### config.mk
export PLATFORM = sky130hd
export DESIGN_NAME = move_controller
export DESIGN_NICKNAME = d
export VERILOG_FILES = /design/src/rtl/game_pkg.sv /design/src/rtl/run_scanner.sv /design/src/rtl/move_controller.sv
export SDC_FILE = /design/constraint.sdc
export NUM_CORES = 1
export LEC_CHECK = 0
export ABC_AREA = 1
export CORE_AREA = 3 3 200 202
export CTS_BUF_LIST = sky130_fd_sc_hd__clkbuf_16
export DETAILED_ROUTE_END_ITERATION = 8
export DIE_AREA = 0 0 203 205
export PLACE_DENSITY = 0.66
export SYNTH_ARGS = -nofsm -noshare
export SYNTH_HDL_FRONTEND = slang
export SYNTH_HIERARCHICAL = 1
export SYNTH_SLANG_ARGS = --single-unit
### constraint.sdc
create_clock -name clk -period 11.2 [get_ports clk]
set_clock_uncertainty 0.2 [all_clocks]
set_input_delay 1.12 -clock clk [delete_from_list [all_inputs] [get_ports clk]]
set_output_delay 1.12 -clock clk [all_outputs]
set_load 0.05 [all_outputs]
### src/rtl/game_pkg.sv
// Shared definitions for the board game logic: cell and winner codes, FSM states,
// scan directions and their step deltas.
package game_pkg;

  localparam logic [1:0] CELL_EMPTY = 2'b00;
  localparam logic [1:0] CELL_TRI   = 2'b01;
  localparam logic [1:0] CELL_CIR   = 2'b10;

  localparam logic [1:0] WIN_NONE = 2'b00;
  localparam logic [1:0] WIN_TRI  = 2'b01;
  localparam logic [1:0] WIN_CIR  = 2'b10;
  localparam logic [1:0] WIN_DRAW = 2'b11;

  typedef enum logic [2:0] {
    ST_IDLE,
    ST_CHECK,
    ST_PLACE,
    ST_SCAN,
    ST_NEXT,
    ST_OVER
  } state_t;

  typedef enum logic [1:0] {
    DIR_H,
    DIR_V,
    DIR_D,
    DIR_A
  } dir_t;

  // Anti-diagonal steps right and up, so it covers (x+1,y-1)/(x-1,y+1).
  function automatic logic signed [4:0] dir_dx(input dir_t d);
    return (d == DIR_V) ? 5'sd0 : 5'sd1;
  endfunction

  function automatic logic signed [4:0] dir_dy(input dir_t d);
    logic signed [4:0] r;
    case (d)
      DIR_H:   r = 5'sd0;
      DIR_A:   r = -5'sd1;
      default: r = 5'sd1;
    endcase
    return r;
  endfunction

  function automatic logic coord_in_range(input logic signed [4:0] c, input int n);
    return (int'(c) >= 0) && (int'(c) < n);
  endfunction

endpackage

### src/rtl/run_scanner.sv
// Walks outward from a freshly placed cell in each of the four directions,
// one neighbour per cycle, and reports whether a WIN_LEN run passes through it.
module run_scanner
  import game_pkg::*;
#(
  parameter int GRID_SIZE = 10,
  parameter int WIN_LEN   = 4
) (
  input  logic              clk,
  input  logic              reset,
  input  logic              clear,
  input  logic              start,
  input  logic [3:0]        origin_x,
  input  logic [3:0]        origin_y,
  input  logic [1:0]        mark,
  input  logic [1:0]        cell_data,
  output logic signed [4:0] rd_x,
  output logic signed [4:0] rd_y,
  output logic              done,
  output logic              won
);

  logic              active_reg;
  dir_t              dir_reg;
  logic              neg_reg;
  logic [3:0]        run_reg;
  logic [1:0]        mark_reg;
  logic signed [4:0] org_x_reg, org_y_reg;
  logic signed [4:0] pos_x_reg, pos_y_reg;
  logic signed [4:0] step_x, step_y;
  logic              extend;

  // rd_x/rd_y is the candidate neighbour; the top returns its contents on cell_data.
  always_comb begin
    step_x = neg_reg ? -dir_dx(dir_reg) : dir_dx(dir_reg);
    step_y = neg_reg ? -dir_dy(dir_reg) : dir_dy(dir_reg);
    rd_x   = pos_x_reg + step_x;
    rd_y   = pos_y_reg + step_y;
    extend = active_reg && coord_in_range(rd_x, GRID_SIZE) &&
             coord_in_range(rd_y, GRID_SIZE) && (cell_data == mark_reg);
  end

  always_ff @(posedge clk or posedge reset) begin
    if (reset) begin
      active_reg <= 1'b0;
      dir_reg    <= DIR_H;
      neg_reg    <= 1'b0;
      run_reg    <= 4'd0;
      mark_reg   <= CELL_EMPTY;
      org_x_reg  <= 5'sd0;
      org_y_reg  <= 5'sd0;
      pos_x_reg  <= 5'sd0;
      pos_y_reg  <= 5'sd0;
      done       <= 1'b0;
      won        <= 1'b0;
    end else begin
      done <= 1'b0;
      won  <= 1'b0;
      if (clear) begin
        active_reg <= 1'b0;
      end else if (start) begin
        active_reg <= 1'b1;
        dir_reg    <= DIR_H;
        neg_reg    <= 1'b0;
        run_reg    <= 4'd1;
        mark_reg   <= mark;
        org_x_reg  <= signed'({1'b0, origin_x});
        org_y_reg  <= signed'({1'b0, origin_y});
        pos_x_reg  <= signed'({1'b0, origin_x});
        pos_y_reg  <= signed'({1'b0, origin_y});
      end else if (active_reg) begin
        if (extend) begin
          if (run_reg + 4'd1 == 4'(WIN_LEN)) begin
            done       <= 1'b1;
            won        <= 1'b1;
            active_reg <= 1'b0;
          end else begin
            run_reg   <= run_reg + 4'd1;
            pos_x_reg <= rd_x;
            pos_y_reg <= rd_y;
          end
        end else if (!neg_reg) begin
          // Positive half ended; walk the negative half keeping the run so far.
          neg_reg   <= 1'b1;
          pos_x_reg <= org_x_reg;
          pos_y_reg <= org_y_reg;
        end else if (dir_reg == DIR_A) begin
          done       <= 1'b1;
          active_reg <= 1'b0;
        end else begin
          dir_reg   <= dir_t'(dir_reg + 2'd1);
          neg_reg   <= 1'b0;
          run_reg   <= 4'd1;
          pos_x_reg <= org_x_reg;
          pos_y_reg <= org_y_reg;
        end
      end
    end
  end

endmodule

### src/rtl/move_controller.sv
// Validates incoming moves, places marks on the board, runs the win scan and
// sequences turns; exposes a combinational board read port for the display.
module move_controller
  import game_pkg::*;
#(
  parameter int GRID_SIZE = 10,
  parameter int WIN_LEN   = 4
) (
  input  logic       clk,
  input  logic       reset,
  input  logic [3:0] x_in,
  input  logic [3:0] y_in,
  input  logic       coord_valid,
  input  logic       new_game,
  input  logic [3:0] rd_x,
  input  logic [3:0] rd_y,
  output logic [1:0] rd_cell,
  output logic       cur_player,
  output logic       busy,
  output logic       move_ok,
  output logic       move_bad,
  output logic       game_over,
  output logic [1:0] winner,
  output logic [6:0] tri_count,
  output logic [6:0] cir_count
);

  localparam int CELLS = GRID_SIZE * GRID_SIZE;
  localparam int AW    = $clog2(CELLS);

  function automatic logic [AW-1:0] cell_idx(input logic [3:0] cx, input logic [3:0] cy);
    return AW'(int'(cy) * GRID_SIZE + int'(cx));
  endfunction

  logic [1:0]        board_reg [CELLS];
  state_t            state_reg;
  logic [3:0]        x_reg, y_reg;
  logic              scan_start_reg;
  logic signed [4:0] scan_rd_x, scan_rd_y;
  logic [1:0]        scan_cell;
  logic              scan_done, scan_won;
  logic              chk_in_range;
  logic [1:0]        chk_cell;
  logic [1:0]        place_mark;

  always_comb begin
    rd_cell = CELL_EMPTY;
    if (int'(rd_x) < GRID_SIZE && int'(rd_y) < GRID_SIZE)
      rd_cell = board_reg[cell_idx(rd_x, rd_y)];

    chk_in_range = (int'(x_reg) < GRID_SIZE) && (int'(y_reg) < GRID_SIZE);
    chk_cell     = CELL_EMPTY;
    if (chk_in_range)
      chk_cell = board_reg[cell_idx(x_reg, y_reg)];

    scan_cell = CELL_EMPTY;
    if (coord_in_range(scan_rd_x, GRID_SIZE) && coord_in_range(scan_rd_y, GRID_SIZE))
      scan_cell = board_reg[cell_idx(scan_rd_x[3:0], scan_rd_y[3:0])];

    place_mark = cur_player ? CELL_CIR : CELL_TRI;
  end

  always_ff @(posedge clk or posedge reset) begin
    if (reset) begin
      for (int i = 0; i < CELLS; i++) board_reg[i] <= CELL_EMPTY;
    end else if (new_game) begin
      for (int i = 0; i < CELLS; i++) board_reg[i] <= CELL_EMPTY;
    end else if (state_reg == ST_PLACE) begin
      board_reg[cell_idx(x_reg, y_reg)] <= place_mark;
    end
  end

  run_scanner #(
    .GRID_SIZE (GRID_SIZE),
    .WIN_LEN   (WIN_LEN)
  ) u_scanner (
    .clk       (clk),
    .reset     (reset),
    .clear     (new_game),
    .start     (scan_start_reg),
    .origin_x  (x_reg),
    .origin_y  (y_reg),
    .mark      (place_mark),
    .cell_data (scan_cell),
    .rd_x      (scan_rd_x),
    .rd_y      (scan_rd_y),
    .done      (scan_done),
    .won       (scan_won)
  );

  always_ff @(posedge clk or posedge reset) begin
    if (reset) begin
      state_reg      <= ST_IDLE;
      x_reg          <= 4'd0;
      y_reg          <= 4'd0;
      scan_start_reg <= 1'b0;
      cur_player     <= 1'b0;
      busy           <= 1'b0;
      move_ok        <= 1'b0;
      move_bad       <= 1'b0;
      game_over      <= 1'b0;
      winner         <= WIN_NONE;
      tri_count      <= 7'd0;
      cir_count      <= 7'd0;
    end else begin
      move_ok        <= 1'b0;
      move_bad       <= 1'b0;
      scan_start_reg <= 1'b0;
      if (new_game) begin
        state_reg  <= ST_IDLE;
        cur_player <= 1'b0;
        busy       <= 1'b0;
        game_over  <= 1'b0;
        winner     <= WIN_NONE;
        tri_count  <= 7'd0;
        cir_count  <= 7'd0;
      end else begin
        case (state_reg)
          ST_IDLE: if (coord_valid) begin
            x_reg     <= x_in;
            y_reg     <= y_in;
            busy      <= 1'b1;
            state_reg <= ST_CHECK;
          end
          ST_CHECK: if (!chk_in_range || chk_cell != CELL_EMPTY) begin
            move_bad  <= 1'b1;
            busy      <= 1'b0;
            state_reg <= ST_IDLE;
          end else begin
            state_reg <= ST_PLACE;
          end
          ST_PLACE: begin
            move_ok        <= 1'b1;
            scan_start_reg <= 1'b1;
            if (cur_player) cir_count <= cir_count + 7'd1;
            else            tri_count <= tri_count + 7'd1;
            state_reg <= ST_SCAN;
          end
          ST_SCAN: if (scan_done) begin
            if (scan_won) begin
              winner    <= cur_player ? WIN_CIR : WIN_TRI;
              game_over <= 1'b1;
              busy      <= 1'b0;
              state_reg <= ST_OVER;
            end else begin
              state_reg <= ST_NEXT;
            end
          end
          ST_NEXT: begin
            busy <= 1'b0;
            // Counts already include the mark placed this turn.
            if ({1'b0, tri_count} + {1'b0, cir_count} == 8'(CELLS)) begin
              winner    <= WIN_DRAW;
              game_over <= 1'b1;
              state_reg <= ST_OVER;
            end else begin
              cur_player <= ~cur_player;
              state_reg  <= ST_IDLE;
            end
          end
          ST_OVER: if (coord_valid) move_bad <= 1'b1;
          default: state_reg <= ST_IDLE;
        endcase
      end
    end
  end

endmodule

* Yosys cells after proc, flatten, opt, wreduce, memory -nomap -nowiden
Cells that the tools add are included.
Word-level totals: flip-flop bits (word level) 262, latch bits 0, memory bits (writable) 0, memory bits (read-only) 0, input bits 20, output and inout port bits 23, logic and storage cells 316, memories 0
Operators by class: add/sub/neg operators 12, $mul 3, div/mod/pow operators 0, $lt $le $gt $ge 12, equal/unequal tests 23, shifts and indexed selects 0, mux-type cells 105, bitwise logic cells 5, reductions and logical operators 34
Operators with widths (count):
- 200-bit 2-to-1 mux | 2
- 200-bit bitwise mux | 1
- 5-bit 2-to-1 mux | 14
- 2-bit binary-select mux with 7-bit select | 3
- 2-bit 2-to-1 mux | 21
- 7-bit 2-to-1 mux | 6
- 1-bit 2-to-1 mux | 41
- 8-bit greater-or-equal comparator, second input constant | 3
- 4-bit 2-to-1 mux | 6
- 7-bit NOT with 8-bit output | 3
- 7-bit by 4-bit adder with 7-bit output | 3
- 4-bit by 3-bit multiplier with 6-bit output, second input constant | 3
- 3-bit one-hot mux with 6 select lines | 1
- 4-bit < comparator, second input constant | 4
- 5-bit AND reduction | 3
- 7-bit by 1-bit adder with 7-bit output, second input constant | 2
- 2-bit demux with 7-bit select | 1
- 3-bit 2-to-1 mux | 4
- 3-bit != test, second input constant | 4
- 2-bit nonzero test | 6
- 5-bit adder | 2
- 5-bit by 1-bit greater-or-equal comparator with 1-bit output, second input constant | 2
- 5-bit < comparator, second input constant | 2
- 2-bit != test, second input constant | 5
- 31 further kinds | 52

* Longest topological paths before layout
depth in word-level cells 18, gate-level depth with buffers 38, gate-level depth less buffers 36

* Modules after synthesis
Netlist, hierarchy kept.
By module, submodules not included:
- move_controller | times used 1, cells an instance 2612, area an instance 16731.0 um2, seq. area each 5805.6 um2
- run_scanner | times used 1, cells an instance 293, area an instance 2289.7 um2, seq. area each 750.7 um2

* Worst setup path after synthesis
Ideal clock, no wire load.
path type input to output, start in rd_x[1], end out rd_cell[1], arrival time 3.789 ns, data required time 9.880 ns, path slack 6.091 ns, stages 12, path buffers 1, path through ha_1 > fa_1 > xor2_1 > nor2_1 > clkbuf_1 > nand2_1 > nand3_1 > o21ai_0 > nand2_1 > nand2_1 > nor2_1 > nor3_1
Between the ends: word-level cells in the longest chain between the ends 6, elaborated cells between the ends (all ways) 8, classes of those cells add/sub: 1; order compare: 1; mux: 4; bitwise: 1; reduce/logical: 1
Ends and longest elaborated chain:
- start: declaration | RTL line move_controller.sv:15 | input logic [3:0] rd_x,
- 7-bit by 4-bit adder with 7-bit output | RTL line move_controller.sv:32 | return AW'(int'(cy) * GRID_SIZE + int'(cx));
- 7-bit NOT with 8-bit output (not written as such) | RTL line move_controller.sv:49 | rd_cell = board_reg[cell_idx(rd_x, rd_y)];
- 2-bit binary-select mux with 7-bit select | RTL line move_controller.sv:49
- 2-bit 2-to-1 mux (not written as such) (2 in series) | RTL line move_controller.sv:49
- 2-bit 2-to-1 mux * | RTL line move_controller.sv:48 | if (int'(rd_x) < GRID_SIZE && int'(rd_y) < GRID_SIZE)
- end: declaration | RTL line move_controller.sv:17 | output logic [1:0] rd_cell,
Every way passes the cells marked *; elsewhere a longest branch is shown, timed or not. The select of a mux whose other input is x is not followed.

* Worst setup path in the final report
start in rd_y[0], end out rd_cell[0]
Between the ends: word-level cells in the longest chain between the ends 7, elaborated cells between the ends (all ways) 9, classes of those cells add/sub: 1; mul: 1; order compare: 1; mux: 4; bitwise: 1; reduce/logical: 1
Ends and longest elaborated chain:
- start: declaration | RTL line move_controller.sv:16 | input logic [3:0] rd_y,
- 4-bit by 3-bit multiplier with 6-bit output | RTL line move_controller.sv:32
- 7-bit by 4-bit adder with 7-bit output | RTL line move_controller.sv:32
- 7-bit NOT with 8-bit output (not written as such) | RTL line move_controller.sv:49
- 2-bit binary-select mux with 7-bit select | RTL line move_controller.sv:49
- 2-bit 2-to-1 mux (not written as such) (2 in series) | RTL line move_controller.sv:49
- 2-bit 2-to-1 mux * | RTL line move_controller.sv:48
Marked as above.

==> impl_summary.log <==
[metrics] status: completed
[metrics] synthesized area divided by synthesized cell count: 6.55 sq um
[metrics] WL/cell: 19.7 microns
[metrics] largest net degree at the start of global routing: 101
[metrics] hold-fix buffer count after cts: 0
[metrics] count of synthesis-stage warnings from yosys: 6
[metrics] Max FO, Critical Path: 54
[metrics] I/O pin count: 43
[metrics] Data arrival, critical path: 5.13 ns
[metrics] Pre-antenna DRT Iters: 6
[metrics] cell type group with the largest total delay on the critical path: buffers and inverters
[metrics] commonest cells after routing, fill and taps aside: sky130_fd_sc_hd__nand2_1, sky130_fd_sc_hd__o21ai_0, sky130_fd_sc_hd__inv_1
[metrics] number of max-slew violations in the final report: 0
[metrics] via/cell ratio: 5.85
[metrics] Worst Max-Slew Pin Slew: 1.27 ns
[metrics] Worst Path Class, Setup: in2out
[metrics] cell with the biggest individual delay on the critical path: sky130_fd_sc_hd__clkdlybuf4s50_1
[metrics] number of distinct library cells after synthesis: 52
[metrics] number of DRC markers in iteration 0: 2245
[metrics] share of flip-flops with an asynchronous set or reset after synthesis: 100%
[metrics] R2R setup slack: 4.87 ns
[metrics] clock insertion delay at the later pin of the skew report: 0.60 ns
[metrics] Post-synth EDFFs: 0
[metrics] largest stage delay on the critical path: 0.85 ns
[metrics] Post-CTS Setup Bufs: 0
[metrics] count of buffers inserted at the top-level ports: 42
[metrics] number of cells traversed by the worst register-to-register path: 30
[metrics] count of maximum capacitance violations: 0
[metrics] Reg2Reg Capture Point: u_scanner/pos_y_reg[1]
[metrics] RSZ-0062 raised after global routing: no
[metrics] CP most frequent cell: sky130_fd_sc_hd__nand2_1
[metrics] Post-Syn Instances: 2905
[metrics] DR DRC count: 0
[metrics] first-pass GRT wire length: 104 mm
[metrics] x dimension of the die: 203 microns
[metrics] startpoint kind of the worst setup timing path: input port
[metrics] clock tree root buffer cell: sky130_fd_sc_hd__clkbuf_16
[metrics] Synth area leader: sky130_fd_sc_hd__dfrtp_1
[metrics] starting utilization of the core area: 49.4%
[metrics] Syn-to-layout area delta: 8.08%
[metrics] total standard cell area after synthesis: 0.0190 sq mm
[metrics] launch instance of the worst register-to-register path: u_scanner/dir_reg[1]
[metrics] hold path endpoint: u_scanner/pos_x_reg[4]
[metrics] worst max-slew margin expressed relative to the limit: 15.4%
[metrics] height of the die: 205 microns
[metrics] via count of the first global-routing pass: 18500
[metrics] Hold Crit Class: reg2reg
[metrics] highest clock rate: 155 MHz
[metrics] top cell type's share of synthesized area: 34.5%
[metrics] final WL: 66.6 mm
[metrics] total inserted antenna cells: 0
[metrics] initial antenna violation count: 0
[metrics] crit-path cells: clkdlybuf4s50_1 -> ha_2 -> buf_4 -> inv_1 -> buf_4 -> a21oi_1 -> o21ai_0 -> nand2_1 -> nand2_1 -> nand3_1 -> nand2_1 -> nand2_1 -> a21oi_1 -> or2_0 -> nor2_1 -> clkdlybuf4s50_1
[metrics] Critical path buffers and inverters: 5
[metrics] Hold Path Depth: 2
[metrics] H-tree Lvls: 1
[metrics] total via count in the routed design: 19800
[metrics] number of cell rows: 72
[metrics] setup tns final: 0 ns
[metrics] Final #Nets: 2911
[metrics] number of sinks handled by clock tree synthesis: 262
[metrics] total of endpoints with negative setup slack in the final report: 0
[metrics] final number of hold-violating endpoints: 0
[metrics] post-CTS clock slew at the launch and capture registers of the worst setup and hold paths: 0.06 ns
[metrics] final RePlAce weighted congestion: 1.03
[metrics] post-synthesis sequential area ratio: 34.5%
[metrics] overall overflow remaining after global route: 0
[metrics] shortest period the worst path allows: 6.45 ns
[metrics] clock tree from TritonCTS: yes
[metrics] prevailing post-synth register cell: sky130_fd_sc_hd__dfrtp_1
[metrics] type of element capturing the critical path: primary output
[metrics] post-cts gate resize count: 0
[metrics] worst setup margin: 4.75 ns
[metrics] DP Wirelength: 43.9 mm
[metrics] flip-flop and latch count after synthesis: 262
[metrics] share of cells above drive strength 1: 6.63%
[metrics] max reg flops: 200
[metrics] portion of the clock cycle consumed by the worst path in the final layout: 57.6%
[metrics] commonest non-fill, non-tap cell in the layout: sky130_fd_sc_hd__nand2_1
[metrics] Overall Global Routing Usage: 31.7%
[metrics] Setup WS pre-CTS: 4.82 ns
[metrics] startpoint of the tightest hold check path: u_scanner/pos_x_reg[4]
[metrics] Die Area: 0.0416 sq mm
[metrics] antenna violation net count after detailed routing: 0
[metrics] core area: 0.0385 sq mm
[metrics] synthesized net count: 2973
[metrics] CTS Buffer Depth: 3
[metrics] number of buffers added by the clock tree synthesis step: 31
[metrics] top cells by area in the synthesized netlist: sky130_fd_sc_hd__dfrtp_1, sky130_fd_sc_hd__nand2_1, sky130_fd_sc_hd__o21ai_0, sky130_fd_sc_hd__a21oi_1, sky130_fd_sc_hd__inv_1
[metrics] Critical Path RT: 9.88 ns
==> cells by family (layout without fill, tap and decap cells) <==
family | count (synthesis) | in the layout | synth area share (%)
AO/OA/AOI/OAI | 714 | 714 | 19.5
adder cells (fa/ha/maj) | 48 | 48 | 3.47
flip-flops | 262 | 262 | 34.5
multiplexers | 13 | 13 | 0.770
AND/OR/NAND/NOR | 1361 | 1361 | 30.1
buffers and inverters | 481 | 443 | 10.4
XOR/XNOR | 26 | 26 | 1.32
==> metal layers <==
layer | global-route usage [%] | wire [microns]
met1 | 42.7 | 27300
met2 | 49.6 | 29200
met3 | 6.75 | 6950
met4 | 13.1 | 3070
met5 | 0 | 0
==> Yosys cell counts, types with 8 or more instances <==
cell type / number
sky130_fd_sc_hd__mux2_2: 13
sky130_fd_sc_hd__nand2_1: 822
sky130_fd_sc_hd__buf_1: 22
sky130_fd_sc_hd__inv_2: 28
sky130_fd_sc_hd__nand3_1: 207
sky130_fd_sc_hd__nor2_1: 243
sky130_fd_sc_hd__inv_1: 283
sky130_fd_sc_hd__nand3_2: 8
sky130_fd_sc_hd__o22ai_1: 24
sky130_fd_sc_hd__nor2_2: 14
sky130_fd_sc_hd__ha_1: 40
sky130_fd_sc_hd__a21oi_1: 230
sky130_fd_sc_hd__dfrtp_1: 262
sky130_fd_sc_hd__buf_4: 11
sky130_fd_sc_hd__nand2_2: 14
sky130_fd_sc_hd__o211ai_1: 14
sky130_fd_sc_hd__clkbuf_1: 81
sky130_fd_sc_hd__fa_1: 8
sky130_fd_sc_hd__nand4_1: 15
sky130_fd_sc_hd__o21ai_0: 301
sky130_fd_sc_hd__o21ai_1: 120
sky130_fd_sc_hd__buf_2: 41
sky130_fd_sc_hd__xor2_1: 19
sky130_fd_sc_hd__nor3_1: 9
==> metrics by stage <==
stage	util, %	std cells	instance area [sq um]	hold slack (ns)
after CTS	53.4	3385	20600	0.279
final	53.4	3385	20600	0.269
after detailed placement	50.8	3328	19500	0.263
after global routing	53.4	3385	20600	0.285
after floorplan	-	2905	19000	0.236
after global placement	50.8	3328	19500	0.254
==> how the worst max path moves through the flow <==
| stage | start | end | slack [ns] | depth (start not counted) |
|---|---|---|---|---|
| 3_3_place_gp | rd_y[0] | rd_cell[0] | 4.85 | 16 |
| 2_1_floorplan | reset | board_reg[0] | 3.52 | 1 |
| 4_1_cts | rd_y[0] | rd_cell[0] | 4.80 | 14 |
| 5_1_grt | rd_y[0] | rd_cell[0] | 4.55 | 16 |
| 3_5_place_dp | rd_y[0] | rd_cell[0] | 4.82 | 14 |
| 6_report | rd_y[0] | rd_cell[0] | 4.75 | 16 |
==> worst register-to-register path, delay by kind of cell (launching register included) <==
kind            cells  cell delay [ns]
compound gates      2             1.28
xor+xnor            1             0.11
fa+ha+maj           3             0.90
buf+inv             8             1.23
flops               1             0.39
simple gates       16             2.12
==> layout make-up <==
class / count / area, sq um
tap: 518 / 648
inverter: 318 / 1210
timing repair buffer: 68 / 611
sequential: 262 / 6560
clock buffer: 31 / 776
multi-input combinational: 2162 / 10500
clock inverter: 26 / 244
fill: 3801 / 17900
Power is not shown: default switching activity piles up to over one toggle a cycle in this logic, so the estimate is an artifact.
